<file path="config.mk">
export PLATFORM = sky130hd
export DESIGN_NAME = irq_seq_ctrl_flat
export DESIGN_NICKNAME = d
export VERILOG_FILES = /design/src/rtl/irq_seq_ctrl_if.sv /design/src/rtl/irq_seq_ctrl.sv /design/src/flat_wrapper.sv
export SDC_FILE = /design/constraint.sdc
export NUM_CORES = 1
export LEC_CHECK = 0
export ABC_AREA = 1
export CORE_MARGIN = 2
export CORE_UTILIZATION = 40
export DETAILED_ROUTE_END_ITERATION = 7
export GPL_TIMING_DRIVEN = 0
export PLACE_DENSITY = 0.92
export SLEW_MARGIN = 20
export SYNTH_ARGS = -nofsm -noshare
export SYNTH_HDL_FRONTEND = slang
export SYNTH_SLANG_ARGS = --single-unit
</file>
<file path="constraint.sdc">
create_clock -name clk -period 2.8 [get_ports clk]
set_input_delay 0.42 -clock clk [delete_from_list [all_inputs] [get_ports clk]]
set_output_delay 0.42 -clock clk [all_outputs]
set_load 0.02 [all_outputs]
</file>
<file path="src/rtl/irq_seq_ctrl_if.sv">
// Bundle between the interrupt sequencer and its surroundings (C0 irq regs + fetch/retire).
//  master : environment side (drives request summary, C0 regs view and retire info)
//  slave  : irq_seq_ctrl side (drives C0 op/epc write, fetch stall/redirect, depth, err)
// Signals:
//  ivld, inum, ie, epc          C0 pending-request summary, global enable, return address
//  instr_done, pc_next, eret    retire boundary info
//  rc0_en, rc0_op               C0 register enable and op code
//  epc_we, epc_w                epc write port
//  stall, redirect, redirect_pc fetch control
//  depth, err                   nesting depth and error pulse
interface irq_seq_ctrl_if #(
    parameter int unsigned NBIT_IRQ = 5,
    parameter int unsigned DEPTH_W  = 3
);
    logic                ivld;
    logic [NBIT_IRQ-1:0] inum;
    logic [31:0]         ie;
    logic [31:0]         epc;
    logic                instr_done;
    logic [31:0]         pc_next;
    logic                eret;

    logic                rc0_en;
    logic [1:0]          rc0_op;
    logic                epc_we;
    logic [31:0]         epc_w;
    logic                stall;
    logic                redirect;
    logic [31:0]         redirect_pc;
    logic [DEPTH_W-1:0]  depth;
    logic                err;

    modport master (
        output ivld, inum, ie, epc, instr_done, pc_next, eret,
        input  rc0_en, rc0_op, epc_we, epc_w, stall, redirect, redirect_pc, depth, err
    );

    modport slave (
        input  ivld, inum, ie, epc, instr_done, pc_next, eret,
        output rc0_en, rc0_op, epc_we, epc_w, stall, redirect, redirect_pc, depth, err
    );
endinterface

</file>
<file path="src/rtl/irq_seq_ctrl.sv">
// Interrupt entry/return sequencer around the C0 interrupt register block.
// At a retire boundary it either starts an ERET (RET) or an interrupt entry (ENTER -> VEC),
// driving the C0 op code, the epc write and a one-cycle fetch redirect. Tracks nesting depth.
// Ports:
//  clk    clock; state updates on the falling edge, matching the C0 registers
//  rst_n  asynchronous active-low reset
//  bus    irq_seq_ctrl_if slave modport (see interface header for signal list)
// All outputs are registered: each is loaded on the edge that enters the state it belongs to.
module irq_seq_ctrl #(
    parameter int unsigned NBIT_IRQ  = 5,
    parameter logic [31:0] VEC_BASE  = 32'h0000_0800,
    parameter int unsigned VEC_SHIFT = 4,
    parameter int unsigned MAX_DEPTH = 4,
    parameter int unsigned DEPTH_W   = $clog2(MAX_DEPTH + 1),
    parameter logic [1:0]  OP_NONE   = 2'd0,
    parameter logic [1:0]  OP_IRQ    = 2'd1,
    parameter logic [1:0]  OP_RET    = 2'd2
) (
    input logic           clk,
    input logic           rst_n,
    irq_seq_ctrl_if.slave bus
);
    localparam logic [DEPTH_W-1:0] DepthMax = DEPTH_W'(MAX_DEPTH);
    localparam logic [DEPTH_W-1:0] DepthOne = DEPTH_W'(1);

    typedef enum logic [1:0] {StIdle, StEnter, StVec, StRet} state_e;

    state_e              state_q;
    logic [DEPTH_W-1:0]  depth_q;
    logic                guard_q;
    logic [NBIT_IRQ-1:0] num_q;
    logic [1:0]          rc0_op_q;
    logic                epc_we_q;
    logic [31:0]         epc_w_q;
    logic                stall_q;
    logic                redirect_q;
    logic [31:0]         redirect_pc_q;
    logic                err_q;

    logic irq_ok;
    logic unused_ie;

    // Only the global enable bit of ie matters here.
    assign unused_ie = ^bus.ie[31:1];
    assign irq_ok    = bus.ivld & bus.ie[0] & ~guard_q;

    always_ff @(negedge clk or negedge rst_n) begin
        if (!rst_n) begin
            state_q       <= StIdle;
            depth_q       <= '0;
            guard_q       <= 1'b0;
            num_q         <= '0;
            rc0_op_q      <= OP_NONE;
            epc_we_q      <= 1'b0;
            epc_w_q       <= '0;
            stall_q       <= 1'b0;
            redirect_q    <= 1'b0;
            redirect_pc_q <= '0;
            err_q         <= 1'b0;
        end else begin
            // Output defaults are the IDLE values; states override below.
            rc0_op_q      <= OP_NONE;
            epc_we_q      <= 1'b0;
            epc_w_q       <= '0;
            stall_q       <= 1'b0;
            redirect_q    <= 1'b0;
            redirect_pc_q <= '0;
            err_q         <= 1'b0;
            unique case (state_q)
                StIdle: begin
                    if (bus.instr_done) begin
                        // Any retired instruction releases the re-entry guard.
                        guard_q <= 1'b0;
                        if (bus.eret) begin
                            state_q <= StRet;
                            stall_q <= 1'b1;
                            if (depth_q == '0) begin
                                err_q <= 1'b1;
                            end else begin
                                rc0_op_q      <= OP_RET;
                                redirect_q    <= 1'b1;
                                redirect_pc_q <= bus.epc;
                            end
                        end else if (irq_ok) begin
                            if (depth_q < DepthMax) begin
                                state_q  <= StEnter;
                                num_q    <= bus.inum;
                                rc0_op_q <= OP_IRQ;
                                epc_we_q <= 1'b1;
                                epc_w_q  <= bus.pc_next;
                                stall_q  <= 1'b1;
                            end else begin
                                err_q <= 1'b1;
                            end
                        end
                    end
                end
                StEnter: begin
                    if (depth_q != DepthMax) begin
                        depth_q <= depth_q + DepthOne;
                    end
                    guard_q       <= 1'b1;
                    state_q       <= StVec;
                    stall_q       <= 1'b1;
                    redirect_q    <= 1'b1;
                    redirect_pc_q <= VEC_BASE + (32'(num_q) << VEC_SHIFT);
                end
                StVec: begin
                    state_q <= StIdle;
                end
                StRet: begin
                    if (depth_q != '0) begin
                        depth_q <= depth_q - DepthOne;
                    end
                    state_q <= StIdle;
                end
                default: begin
                    state_q <= StIdle;
                end
            endcase
        end
    end

    assign bus.rc0_en      = 1'b1;
    assign bus.rc0_op      = rc0_op_q;
    assign bus.epc_we      = epc_we_q;
    assign bus.epc_w       = epc_w_q;
    assign bus.stall       = stall_q;
    assign bus.redirect    = redirect_q;
    assign bus.redirect_pc = redirect_pc_q;
    assign bus.depth       = depth_q;
    assign bus.err         = err_q;
endmodule

</file>
<file path="src/flat_wrapper.sv">
// flat-port wrapper written by rule: the top's interface ports become plain ports
module irq_seq_ctrl_flat 
#(
    parameter int unsigned NBIT_IRQ  = 5,
    parameter logic [31:0] VEC_BASE  = 32'h0000_0800,
    parameter int unsigned VEC_SHIFT = 4,
    parameter int unsigned MAX_DEPTH = 4,
    parameter int unsigned DEPTH_W   = $clog2(MAX_DEPTH + 1),
    parameter logic [1:0]  OP_NONE   = 2'd0,
    parameter logic [1:0]  OP_IRQ    = 2'd1,
    parameter logic [1:0]  OP_RET    = 2'd2
)
  (clk, rst_n, bus_ivld, bus_inum, bus_ie, bus_epc, bus_instr_done, bus_pc_next, bus_eret, bus_rc0_en, bus_rc0_op, bus_epc_we, bus_epc_w, bus_stall, bus_redirect, bus_redirect_pc, bus_depth, bus_err);
  irq_seq_ctrl_if #(.NBIT_IRQ(NBIT_IRQ), .DEPTH_W(DEPTH_W)) bus_i ();
  input logic clk;
  input logic rst_n;
  input wire logic [$bits(bus_i.ivld)-1:0] bus_ivld;
  input wire logic [$bits(bus_i.inum)-1:0] bus_inum;
  input wire logic [$bits(bus_i.ie)-1:0] bus_ie;
  input wire logic [$bits(bus_i.epc)-1:0] bus_epc;
  input wire logic [$bits(bus_i.instr_done)-1:0] bus_instr_done;
  input wire logic [$bits(bus_i.pc_next)-1:0] bus_pc_next;
  input wire logic [$bits(bus_i.eret)-1:0] bus_eret;
  output wire logic [$bits(bus_i.rc0_en)-1:0] bus_rc0_en;
  output wire logic [$bits(bus_i.rc0_op)-1:0] bus_rc0_op;
  output wire logic [$bits(bus_i.epc_we)-1:0] bus_epc_we;
  output wire logic [$bits(bus_i.epc_w)-1:0] bus_epc_w;
  output wire logic [$bits(bus_i.stall)-1:0] bus_stall;
  output wire logic [$bits(bus_i.redirect)-1:0] bus_redirect;
  output wire logic [$bits(bus_i.redirect_pc)-1:0] bus_redirect_pc;
  output wire logic [$bits(bus_i.depth)-1:0] bus_depth;
  output wire logic [$bits(bus_i.err)-1:0] bus_err;
  assign bus_i.ivld = bus_ivld;
  assign bus_i.inum = bus_inum;
  assign bus_i.ie = bus_ie;
  assign bus_i.epc = bus_epc;
  assign bus_i.instr_done = bus_instr_done;
  assign bus_i.pc_next = bus_pc_next;
  assign bus_i.eret = bus_eret;
  assign bus_rc0_en = bus_i.rc0_en;
  assign bus_rc0_op = bus_i.rc0_op;
  assign bus_epc_we = bus_i.epc_we;
  assign bus_epc_w = bus_i.epc_w;
  assign bus_stall = bus_i.stall;
  assign bus_redirect = bus_i.redirect;
  assign bus_redirect_pc = bus_i.redirect_pc;
  assign bus_depth = bus_i.depth;
  assign bus_err = bus_i.err;
  irq_seq_ctrl #(.NBIT_IRQ(NBIT_IRQ), .VEC_BASE(VEC_BASE), .VEC_SHIFT(VEC_SHIFT), .MAX_DEPTH(MAX_DEPTH), .DEPTH_W(DEPTH_W), .OP_NONE(OP_NONE), .OP_IRQ(OP_IRQ), .OP_RET(OP_RET)) u_core (.clk(clk), .rst_n(rst_n), .bus(bus_i));
endmodule
</file>
==> metrics.md <==
| Metric | Value |
|---|---|
| Clock Latency Late Sink | 0.33 ns |
| Final WL | 7660 um |
| CP max stage cell | clkdlybuf4s50_1 |
| Post-synthesis mux area share | 0% |
| Compound-Gate Fraction of Synth Area | 0.986% |
| Wire per inst | 13.7 um |
| Final Hold Fails | 0 |
| Status | finished, final reports clean |
| Crit Path Class | in -> reg |
| H-Tree Depth | 3 |
| Critical path's top delay family | buffers and inverters |
| Worst r2r dst | u_core.bus.depth[2] |
| Synthesized area | 3050 um^2 |
| Critical path destination | u_core.bus.epc_w[30] |
| Flops & latches, synth | 80 |
| IO buf count | 147 |
| End-of-flow core utilization | 63.7% |
| Most used cell, CP | nor2_4 |
| Adder-cell share of the synthesized area | 0.657% |
| CTS max path bufs | 2 |
| Drt pass-1 iters | 4 |
| Syn Nets | 396 |
| Initial antenna violation count | 0 |
| Layout filler cell count | 592 |
| CP Capture Type | register |
| Vias per cell | 4.29 |
| Area Overhead vs Synth | 53.3% |
| Slew of the pin with the lowest slew margin | 0.514 ns |
| Placer Congestion | 0.796 |
| Max FO, Critical Path | 5 |
| # IOs | 180 |
| PD cells | 639 nW/um^2 |
| Largest family of logic cells by synthesized area | simple AND/OR/NAND/NOR gates |
| Post-route ant nets | 0 |
| LEAKAGE | 0.00273 uW |
| Stages on worst setup path | 7 |
| Crit path cell chain | clkdlybuf4s50_1, nand3_1, nor2_4, nand2_4, buf_8, bufbuf_16, nor2_4 |
| Yosys warns | 0 |
| Worst path bufs/invs | 3 |
| Largest net degree at the start of global routing | 43 |
| Startpoint Class | input pin |
| Setup Viol. Count Final | 0 |
| Max Slew Vio Count | 0 |
| CTS Hold Bufs | 0 |
| Critical path data required time | 1.77 ns |
| Max-cap violations | 0 |
| Die Area | 8330 um^2 |
| RSZ-0062 raised after global routing | true |
| Clock transition at path regs | 0.06 ns |
| Root Buffer Master | clkbuf_8 |
| Worst r2r path cells | 9 |
| Total clock sinks | 80 |
| Seq/Total Area, Yosys | 65.7% |
| Layout cell share with drive strength beyond 1 | 33.1% |
| Syn Inst Count | 289 |
| Post-Synth Simple-Gate Area | 20.7% |
| Starting Density | 41.6% |
| Final #Nets | 564 |
| Setup TNS | 0 ns |
| Chip width | 91.3 um |
| # diodes | 0 |
| GR Util All Layers | 19.3% |
| DRC | 0 |
| Post-synthesis share of cell area spent on xor and xnor gates | 0% |
| Hold Crit Class | reg -> reg |
| Crit path arrival time | 1.75 ns |
| CP peak stage delay | 0.46 ns |
| Syn_area_per_cell | 10.5 um^2 |
| Worst Skew | 0.00798 ns |
| Initial DRC Count | 67 |
| Die Y | 91.3 um |
| CTS Buf Count | 9 |
| TritonCTS clock tree | done |
| Core area | 7330 um^2 |
| Vias in the first global route | 2613 |
| Vias post-DR | 2404 |
| GRT overflow | 0 |
| Netlist cell types | 19 |
| Row count | 31 |
| FF-to-FF Start | u_core.state_q[0] |
| Reg-to-reg slack, setup | 1.17 ns |
| Slew HR | 65.7% |
| Max rail drop VDD | 0.313 mV |
| First-pass GRT wire length | 12600 um |
| DP Wirelength | 5640 um |
| CP Launch Point | bus_ivld |
## where the power goes
part	internal [uW]	leakage, uW	switching, uW
registers	1290	0.00109	52.1
clock network	504	0.000110	422
logic	298	0.00153	420
## synthesized netlist by cell type
master / number / area, um^2
fa_1: 1 / 20.0
nand4_1: 1 / 6.26
buf_8: 1 / 15.0
nand2_1: 41 / 154
buf_2: 1 / 5.00
nand3_1: 10 / 50.1
dfrtn_1: 80 / 2000
nand2_2: 4 / 25.0
buf_4: 2 / 15.0
nor2_1: 32 / 120
o21ai_0: 6 / 30.0
inv_4: 2 / 12.5
inv_1: 64 / 240
nor2_2: 23 / 144
nor2_4: 10 / 113
inv_2: 4 / 15.0
buf_6: 5 / 56.3
conb_1: 1 / 3.75
nor2_8: 1 / 20.0
## worst register-to-register path, cell delays in order (launching register included)
cell and delay, ns:
dfrtn_1 0.41, buf_6 0.13, nand2_1 0.10, fa_1 0.41
inv_1 0.08, nand2_1 0.06, nand2_1 0.08, nand3_1 0.09
nand2_1 0.08, nand2_1 0.05
## final cells by class
type                    instances  area (um^2)  area share [%]
flip-flops and latches         80         2000            42.9
repair buffers                157         1240            26.6
multi-input cells             130          701            15.0
inverters                      70          270            5.79
clock buffers                   9          124            2.65
well taps                      99          124            2.65
plain buffers                   9          111            2.38
clock inverters                 7         95.1            2.04
## routing by layer
layer / wire [um] / up-vias / GRT usage, %
li1: - / 1152 / -
met1: 2730 / 1127 / 19.9
met2: 4280 / 100 / 36.9
met3: 345 / 25 / 3.40
met4: 305 / 0 / 9.97
met5: 0 / - / 0
## worst min-delay path by stage
| stage | from | to | slack [ns] | depth (start not counted) |
|---|---|---|---|---|
| after floorplan | u_core.num_q[0] | u_core.num_q[0] | 0.40 | 2 |
| after global placement | u_core.num_q[4] | u_core.num_q[4] | 0.41 | 2 |
| after detailed placement | u_core.num_q[1] | u_core.num_q[1] | 0.42 | 2 |
| after CTS | u_core.num_q[1] | u_core.num_q[1] | 0.42 | 2 |
| after global routing | u_core.num_q[4] | u_core.num_q[4] | 0.44 | 2 |
| final | u_core.num_q[1] | u_core.num_q[1] | 0.42 | 2 |
## state kept, by name (all words and copies together) (netlist names)
| register | count |
|---|---|
| u_core.bus.rc0_op | 1 |
| u_core.guard_q | 1 |
| u_core.bus.redirect | 1 |
| u_core.bus.depth | 3 |
| u_core.bus.epc_w | 32 |
| u_core.bus.stall | 1 |
| u_core.bus.epc_we | 1 |
| u_core.bus.err | 1 |
| u_core.state_q | 2 |
| u_core.bus.redirect_pc | 32 |
| u_core.num_q | 5 |
## kinds of logic after synthesis
kind of cell | Yosys count
compound gates | 6
fa+ha+maj | 1
other cells | 1
flops | 80
simple gates | 122
buf+inv | 79
## per-stage QoR
step	hold WS (ns)	setup WS, ns	instance area [um^2]	power, uW	instances
final	0.419	0.0117	4670	2980	561
after floorplan	0.403	0.216	3050	1710	289
after global routing	0.435	-0.0353	4670	3150	561
after CTS	0.422	0.000660	4700	2990	555
after global placement	0.415	-2.53	4640	2050	535
after detailed placement	0.420	-0.444	4660	2090	536
## layout by cell type (no fill, tap or decap)
cell type,netlist,final
nor2_1,32,32
buf_12,0,2
nand2_1,41,41
dfrtn_1,80,80
clkinvlp_4,0,1
bufinv_16,0,2
nor2_4,10,11
nand2_2,4,2
buf_6,5,4
o21ai_0,6,6
dlygate4sd2_1,0,1
inv_2,4,4
nand3_1,10,10
conb_1,1,1
clkinv_4,0,1
inv_6,0,2
nand4_1,1,1
nor2_8,1,1
clkinv_2,0,2
buf_8,1,3
nand2_4,0,2
clkbuf_8,0,9
buf_2,1,71
bufbuf_16,0,1
inv_4,2,1
inv_1,64,64
nor2_2,23,22
buf_4,2,11
clkdlybuf4s50_1,0,72
clkbuf_16,0,1
fa_1,1,1
## timing repair
| action | 4_1_cts | 5_1_grt |
|---|---|---|
| endpoints found under the setup margin | 99 | 50 |
| pin swaps | 2 | 3 |
| gates cloned | 1 | 1 |
| hold endpoints to repair | 0 | 0 |
| buffers inserted | 2 | 5 |
| gates resized for setup | 281 | 25 |
No activity file was read; power rests on OpenSTA's default activity.
